[src/rtl/arbitro_memoria_if.sv]
// Requester and memory-side signals of arbitro_memoria.
// slave = arbiter view, master = requesters plus memory view.
interface arbitro_memoria_if;
  logic        data_req;
  logic        data_we;
  logic [5:0]  data_addr;
  logic [15:0] data_wdata;
  logic        data_ack;
  logic        fetch_req;
  logic [5:0]  fetch_addr;
  logic        fetch_ack;
  logic        disp_req;
  logic [5:0]  disp_addr;
  logic        disp_ack;
  logic [15:0] rdata;
  logic        err;
  logic [5:0]  mem_addr;
  logic [15:0] mem_wdata;
  logic        mem_read;
  logic        mem_write;
  logic [15:0] mem_rdata;

  modport slave (
    input  data_req, data_we, data_addr, data_wdata, fetch_req, fetch_addr,
           disp_req, disp_addr, mem_rdata,
    output data_ack, fetch_ack, disp_ack, rdata, err,
           mem_addr, mem_wdata, mem_read, mem_write
  );

  modport master (
    output data_req, data_we, data_addr, data_wdata, fetch_req, fetch_addr,
           disp_req, disp_addr, mem_rdata,
    input  data_ack, fetch_ack, disp_ack, rdata, err,
           mem_addr, mem_wdata, mem_read, mem_write
  );
endinterface

[src/rtl/arbitro_memoria.sv]
// Three-requester memory arbiter (data > fetch > display), 3-cycle accesses.
// ARB_DISPLAY_PORT_EN enables the display port and its starvation counter.
module arbitro_memoria #(
  parameter int unsigned MEM_WORDS  = 50,
  parameter int unsigned STARVE_MAX = 7
) (
  input logic               clock,
  input logic               reset_n,
  arbitro_memoria_if.slave  bus
);

  typedef enum logic [1:0] {IDLE, ACCESS, COMPLETE} state_t;
  typedef enum logic [1:0] {G_DATA, G_FETCH, G_DISP} grant_t;

  state_t      r_state;
  grant_t      r_gnt;
  logic        r_we;
  logic        r_oor;
  logic [2:0]  r_ack;
  logic        r_err;
  logic        r_mem_read;
  logic        r_mem_write;
  logic [5:0]  r_mem_addr;
  logic [15:0] r_mem_wdata;
  logic [15:0] r_rdata;

  logic        w_disp_req;
  logic [5:0]  w_disp_addr;
  logic        w_starve_hit;
  logic        w_any;
  grant_t      w_gnt;
  logic [5:0]  w_addr;
  logic        w_legal;
  logic        w_we;

`ifdef ARB_DISPLAY_PORT_EN
  logic [2:0]  r_starve;

  assign w_disp_req   = bus.disp_req;
  assign w_disp_addr  = bus.disp_addr;
  assign w_starve_hit = (r_starve == 3'(STARVE_MAX));
  assign bus.disp_ack = r_ack[2];

  always_ff @(posedge clock or negedge reset_n) begin
    if (!reset_n) begin
      r_starve <= '0;
    end else if (!bus.disp_req) begin
      r_starve <= '0;
    end else if (r_state == IDLE && w_any) begin
      r_starve <= (w_gnt == G_DISP) ? '0 : r_starve + 3'd1;
    end
  end
`else
  logic w_unused;

  assign w_disp_req   = 1'b0;
  assign w_disp_addr  = '0;
  assign w_starve_hit = 1'b0;
  assign bus.disp_ack = 1'b0;
  assign w_unused     = ^{bus.disp_req, bus.disp_addr, r_ack[2], 3'(STARVE_MAX)};
`endif

  always_comb begin
    w_any = 1'b1;
    w_gnt = G_DATA;
    if (w_disp_req && w_starve_hit) begin
      w_gnt = G_DISP;
    end else if (bus.data_req) begin
      w_gnt = G_DATA;
    end else if (bus.fetch_req) begin
      w_gnt = G_FETCH;
    end else if (w_disp_req) begin
      w_gnt = G_DISP;
    end else begin
      w_any = 1'b0;
    end
  end

  always_comb begin
    w_addr = bus.data_addr;
    if (w_gnt == G_FETCH) begin
      w_addr = bus.fetch_addr;
    end else if (w_gnt == G_DISP) begin
      w_addr = w_disp_addr;
    end
  end

  assign w_legal = (32'(w_addr) < MEM_WORDS);
  assign w_we    = (w_gnt == G_DATA) && bus.data_we;

  always_ff @(posedge clock or negedge reset_n) begin
    if (!reset_n) begin
      r_state     <= IDLE;
      r_gnt       <= G_DATA;
      r_we        <= 1'b0;
      r_oor       <= 1'b0;
      r_ack       <= '0;
      r_err       <= 1'b0;
      r_mem_read  <= 1'b0;
      r_mem_write <= 1'b0;
      r_mem_addr  <= '0;
      r_mem_wdata <= '0;
      r_rdata     <= '0;
    end else begin
      case (r_state)
        IDLE: begin
          if (w_any) begin
            r_state     <= ACCESS;
            r_gnt       <= w_gnt;
            r_we        <= w_we;
            r_oor       <= !w_legal;
            r_mem_addr  <= w_addr;
            r_mem_read  <= w_legal && !w_we;
            r_mem_write <= w_legal && w_we;
            if (w_gnt == G_DATA) begin
              r_mem_wdata <= bus.data_wdata;
            end
          end
        end
        ACCESS: begin
          r_state     <= COMPLETE;
          r_mem_read  <= 1'b0;
          r_mem_write <= 1'b0;
          r_err       <= r_oor;
          case (r_gnt)
            G_FETCH: r_ack <= 3'b010;
            G_DISP:  r_ack <= 3'b100;
            default: r_ack <= 3'b001;
          endcase
        end
        default: begin
          r_state <= IDLE;
          r_ack   <= '0;
          r_err   <= 1'b0;
          if (!r_we) begin
            r_rdata <= r_oor ? '0 : bus.mem_rdata;
          end
        end
      endcase
    end
  end

  assign bus.data_ack  = r_ack[0];
  assign bus.fetch_ack = r_ack[1];
  assign bus.err       = r_err;
  assign bus.mem_read  = r_mem_read;
  assign bus.mem_write = r_mem_write;
  assign bus.mem_addr  = r_mem_addr;
  assign bus.mem_wdata = r_mem_wdata;
  // Memory answers only during COMPLETE, so the ack cycle forwards it; the register holds it afterwards.
  assign bus.rdata = (r_state == COMPLETE && !r_we) ? (r_oor ? '0 : bus.mem_rdata) : r_rdata;

endmodule

[src/flat_wrapper.sv]
// flat-port wrapper written by rule: the top's interface ports become plain ports
module arbitro_memoria_flat 
#(
  parameter int unsigned MEM_WORDS  = 50,
  parameter int unsigned STARVE_MAX = 7
)
  (clock, reset_n, bus_data_req, bus_data_we, bus_data_addr, bus_data_wdata, bus_fetch_req, bus_fetch_addr, bus_disp_req, bus_disp_addr, bus_mem_rdata, bus_data_ack, bus_fetch_ack, bus_disp_ack, bus_rdata, bus_err, bus_mem_addr, bus_mem_wdata, bus_mem_read, bus_mem_write);
  arbitro_memoria_if bus_i ();
  input logic clock;
  input logic reset_n;
  input wire logic [$bits(bus_i.data_req)-1:0] bus_data_req;
  input wire logic [$bits(bus_i.data_we)-1:0] bus_data_we;
  input wire logic [$bits(bus_i.data_addr)-1:0] bus_data_addr;
  input wire logic [$bits(bus_i.data_wdata)-1:0] bus_data_wdata;
  input wire logic [$bits(bus_i.fetch_req)-1:0] bus_fetch_req;
  input wire logic [$bits(bus_i.fetch_addr)-1:0] bus_fetch_addr;
  input wire logic [$bits(bus_i.disp_req)-1:0] bus_disp_req;
  input wire logic [$bits(bus_i.disp_addr)-1:0] bus_disp_addr;
  input wire logic [$bits(bus_i.mem_rdata)-1:0] bus_mem_rdata;
  output wire logic [$bits(bus_i.data_ack)-1:0] bus_data_ack;
  output wire logic [$bits(bus_i.fetch_ack)-1:0] bus_fetch_ack;
  output wire logic [$bits(bus_i.disp_ack)-1:0] bus_disp_ack;
  output wire logic [$bits(bus_i.rdata)-1:0] bus_rdata;
  output wire logic [$bits(bus_i.err)-1:0] bus_err;
  output wire logic [$bits(bus_i.mem_addr)-1:0] bus_mem_addr;
  output wire logic [$bits(bus_i.mem_wdata)-1:0] bus_mem_wdata;
  output wire logic [$bits(bus_i.mem_read)-1:0] bus_mem_read;
  output wire logic [$bits(bus_i.mem_write)-1:0] bus_mem_write;
  assign bus_i.data_req = bus_data_req;
  assign bus_i.data_we = bus_data_we;
  assign bus_i.data_addr = bus_data_addr;
  assign bus_i.data_wdata = bus_data_wdata;
  assign bus_i.fetch_req = bus_fetch_req;
  assign bus_i.fetch_addr = bus_fetch_addr;
  assign bus_i.disp_req = bus_disp_req;
  assign bus_i.disp_addr = bus_disp_addr;
  assign bus_i.mem_rdata = bus_mem_rdata;
  assign bus_data_ack = bus_i.data_ack;
  assign bus_fetch_ack = bus_i.fetch_ack;
  assign bus_disp_ack = bus_i.disp_ack;
  assign bus_rdata = bus_i.rdata;
  assign bus_err = bus_i.err;
  assign bus_mem_addr = bus_i.mem_addr;
  assign bus_mem_wdata = bus_i.mem_wdata;
  assign bus_mem_read = bus_i.mem_read;
  assign bus_mem_write = bus_i.mem_write;
  arbitro_memoria #(.MEM_WORDS(MEM_WORDS), .STARVE_MAX(STARVE_MAX)) u_core (.clock(clock), .reset_n(reset_n), .bus(bus_i));
endmodule
[config.mk]
export PLATFORM = sky130hd
export DESIGN_NAME = arbitro_memoria_flat
export DESIGN_NICKNAME = d
export VERILOG_FILES = /design/src/rtl/arbitro_memoria_if.sv /design/src/rtl/arbitro_memoria.sv /design/src/flat_wrapper.sv
export SDC_FILE = /design/constraint.sdc
export NUM_CORES = 1
export LEC_CHECK = 0
export CORE_MARGIN = 4
export CORE_UTILIZATION = 34
export CTS_BUF_LIST = sky130_fd_sc_hd__clkbuf_4 sky130_fd_sc_hd__clkbuf_8
export DETAILED_ROUTE_END_ITERATION = 12
export PLACE_DENSITY = 0.67
export SLEW_MARGIN = 20
export SYNTH_ARGS = -nofsm -noshare
export SYNTH_HDL_FRONTEND = slang
export SYNTH_SLANG_ARGS = --single-unit
[constraint.sdc]
create_clock -name clock -period 2.2 [get_ports clock]
set_clock_uncertainty 0.1 [all_clocks]
set_input_delay 0.66 -clock clock [delete_from_list [all_inputs] [get_ports clock]]
set_output_delay 0.66 -clock clock [all_outputs]
set_load 0.02 [all_outputs]
# --- Word-level counts from Yosys, hierarchy flattened ---
# Index checks and enable logic that the tools add are counted.
word_totals:
  latchBits: 0
  regBits: 49
  ram_bits: 0
  rom_bits: 0
  out_inout_bits: 44
  memories: 0
  word_cells: 53
op_classes:
  reduce_logical: 15
  addsub: 0
  mux: 17
  eq_ne: 7
  bitwise_logic: 2
  shifts: 0
  n_mul: 0
  n_div: 0
  n_lt_le_gt_ge: 1
ops:
  columns: ["operator", "n"]
  rows:
  - ["two-way mux 16 bit", 2]
  - ["two-way mux 6 bit", 2]
  - ["case mux 2 bit (2 select lines)", 3]
  - ["equality test 2 x 1 -> 1 bit, second input constant", 3]
  - ["equality test 2 bit, second input constant", 3]
  - ["less-than comparator 6 bit, second input constant", 1]
  - ["case mux 1 bit (2 select lines)", 3]
  - ["AND reduction 2 bit", 3]
  - ["two-way mux 1 bit", 5]
  - ["logical AND 1 bit", 4]
  - ["logical NOT 2 bit", 2]
  - ["two-way mux 2 bit", 2]
  - ["logical NOT 1 bit", 3]
  - ["AND reduction 3 bit", 1]
  - ["inequality test 2 x 1 -> 1 bit, second input constant", 1]
  - ["inverter 1 bit", 2]
  - ["nonzero test 2 bit", 1]
  - ["OR reduction 2 bit", 1]

# --- Longest topological paths before layout ---
logic_depth:
  word_depth: 9
  mapped_depth: 7
  mapped_depth_nobuf: 4

# --- Worst setup path before layout ---
# Ideal clock, no wire load.
synth_path:
  kind: "flip-flop to output port"
  start: "register u_core.r_we"
  end: "output bus_rdata[11]"
  setup_slack_ps: 76
  stages_incl_launch_ff: 6
  path_buffers: 2
  t_arrival_ps: 1364
  cell_sequence: "dfrtp_1 > nand2b_2 > or2_1 > buf_2 > buf_6 > o21ai_1"
synth_between:
  elab_chain_cells: 3
synth_lines:
  columns: ["item", "line", "text"]
  rows:
  - ["from (decl)", "arbitro_memoria.sv:17", "logic r_we;"]
  - ["from (signal assigned)", "arbitro_memoria.sv:110", "r_we <= w_we;"]
  - ["logical NOT 1 bit", null, null]
  - ["logical AND 1 bit", "arbitro_memoria.sv:151", "assign bus.rdata = (r_state == COMPLETE && !r_we) ? (r_oor ? '0 : bus.mem_rdata) : r_rdata;"]
  - ["two-way mux 16 bit", "arbitro_memoria.sv:151", null]
  - ["to (decl)", "flat_wrapper.sv:23", "output wire logic [$bits(bus_i.rdata)-1:0] bus_rdata;"]
# No other way between the ends.

# --- Worst setup path after layout ---
layout_path:
  start: "register u_core.r_we"
  end: "output bus_rdata[0]"
# The elaborated chain is that of the path after synthesis.

==> reports/results.ini <==
[run_status]
outcome=finished with violations
violations=negative setup slack

[clocking]
numCtsBuffers=5
clockRootBuffer=clkbuf_8
clk_latency_ps=290
cts_max_path_buffers=2
path_clk_slew_ps=90
holdBufCountCts=0
cts_tree=built
clock-sinks=48
cts_htree_levels=2

[power_and_ir_drop]
p_leak_uw=0.00170
vdd_drop_max_mv=0.686
power_density_nw_per_um2=1480
power_uw=5400

[setup_path]
crit_fanout=6
timing.rr.end=u_core.r_rdata[6]
rr_worst_depth=10
startpoint_type=flop
regToRegStartpoint=u_core.r_oor
crit_type=flop to output pin
end_kind=output pin
cp.required_ps=1440
r2r_slack_ps=150
cp.arrival_ps=1540

[synth]
synth_top_area_cell=dfrtp_1
avgSynthCellArea_sq_um=10.8
syn-instance-count=211
synth_area_leaders=dfrtp_1 53%, nand2_1 6.8%, o21ai_0 6.0%
syn-num-nets=267
synth_area_sq_um=2270
yosys_warnings=0
ys_types=29
yosys_register_bits=48
yosysSeqAreaShare=0.529
netlist.area_leader.share=0.529

[drt]
drt_iter0_markers=31
drt-vias-per-instance=4.62
remaining_drc_errors=0
drtAntennaViolNets=0
num_vias=1910
routedWlPerCell_um=13.9
drt-pass1-iter-count=4
drt_wl_total_mm=5.73

[die]
core_area_sq_um=6420
die_area_sq_um=8050
io_pins=100
num_rows=29
start_util=0.354
die_w_um=89.7
die_y_um=89.7

[sta]
rsz0062_at_grt=true
slew_violations=0
hold_viol_final=0
fmax_mhz=435
tns_ps=-1240
setup_viol=16
fin_crit_sh=1.04
fin_crit_ps=2300
setup_ws_ps=-97.4

[run]
maxCapViolations=0

[global_routing]
grt_usage=0.141
grt_remaining_overflow=0
grt_first_pass_wirelength_mm=9.43
grt_pass1_vias=2026
antenna_found_initial=0
grt_max_degree=33

[final_layout]
fin_nets=391
drive_gt1_frac=0.310
area_delta_synth_final_pct=60.3
diodes=0
finalNonFillerCells=413

[placement]
place_hpwl_mm=3.93
gp_congestion=0.739
place_ws_ps=-543
place_inst=385
portBuffers=91

[hold_path]
hp-class=primary input to async pin

==> placed cells by master (no fill, tap or decap), drive strengths merged, types with 3 or more instances in the layout <==
cell type | netlist | routed
buf | 10 | 55
clkbuf | 4 | 9
clkdlybuf4s50 | 0 | 71
dfrtp | 48 | 48
dlygate4sd2 | 0 | 3
inv | 3 | 3
mux2 | 18 | 18
mux2i | 8 | 8
nand2 | 41 | 41
nand2b | 18 | 18
nor2 | 7 | 7
o21ai | 43 | 43
==> metrics by stage <==
stage                     instance area [sq um]  utilization  hold WS (ps)
after global placement                     3320        0.516           361
after floorplan                            2270            -           264
after CTS                                  3560        0.554           190
final                                      3640        0.567           188
after detailed placement                   3320        0.516           372
after global routing                       3640        0.567           201
==> cells in the mapped netlist, drive strengths merged <==
library cell and instances:
mux2i 8, nor3 1, and2 1, nand2 41, nand2b 18, a21oi 2, dfrtp 48, buf 10
inv 3, or2 1, o21ai 43, a31oi 1, and4b 1, mux2 18, o22ai 1, and2b 1
nor2 7, a21o 1, clkbuf 4, conb 1
==> flip-flops by register name (all words and copies together) (netlist names) <==
| name | cells |
|---|---|
| u_core.r_gnt | 1 |
| u_core.bus.mem_wdata | 16 |
| u_core.bus.mem_read | 1 |
| u_core.bus.err | 1 |
| u_core.r_ack | 2 |
| u_core.bus.mem_addr | 6 |
| u_core.bus.mem_write | 1 |
| u_core.r_we | 1 |
| u_core.r_state | 2 |
| u_core.r_oor | 1 |
| u_core.r_rdata | 16 |
==> final cells by class <==
type	instances	area, sq um
Multi-Input combinational cell	146	980
Inverter	3	11.3
Clock inverter	1	30.0
Sequential cell	48	1200
Fill cell	555	2780
Timing Repair Buffer	131	1220
Clock buffer	7	96.3
Tap cell	77	96.3
==> per-layer routing <==
metal / share of wire / up-vias / routed length [um] / track usage
li1: - / 947 / - / -
met1: 0.42 / 883 / 2420 / 0.173
met2: 0.47 / 74 / 2670 / 0.226
met3: 0.10 / 6 / 593 / 0.0659
met4: 0.0077 / 0 / 44 / 0.0307
met5: 0 / - / 0 / 0
==> logic make-up after synthesis <==
group	count (synthesis)	synth area share
compound gates	48	0.126
mux	26	0.138
simple gates	71	0.148
flops	48	0.529
buf+inv	17	0.0578
other cells	1	0.00165
==> timing repair <==
| item | in CTS | in global routing |
|---|---|---|
| setup buffers | 17 | 1 |
| pin swaps | 2 | 1 |
| resized for setup | 92 | 9 |
| setup endpoints to repair | 16 | 17 |
| gates cloned | 0 | 2 |
==> worst max-delay path, stage by stage, from the launching register on <==
cell and delay, ps:
dfrtp_1 380, nand2b_4 140, or2_4 270, clkbuf_16 180, o21ai_1 130, buf_4 150
==> worst max path at each step <==
stage / slack, ps / end / depth (start not counted) / from
2_1_floorplan: 80 / bus_rdata[11] / 5 / u_core.r_we
3_3_place_gp: -510 / bus_rdata[15] / 4 / bus_mem_rdata[15]
3_5_place_dp: -540 / bus_rdata[11] / 4 / bus_mem_rdata[11]
4_1_cts: -100 / bus_rdata[15] / 5 / u_core.r_we
5_1_grt: -180 / bus_rdata[14] / 6 / u_core.r_we
6_report: -100 / bus_rdata[0] / 5 / u_core.r_we
==> power by group <==
| part | leakage (uW) | total (uW) | switching, uW | internal [uW] |
|---|---|---|---|---|
| sequential | 0.000589 | 1550 | 246 | 1310 |
| combinational | 0.00104 | 3170 | 1540 | 1630 |
| clock | 0.0000645 | 680 | 279 | 401 |
| total | 0.00170 | 5400 | 2070 | 3340 |
No activity file was read; power rests on OpenSTA's default activity.
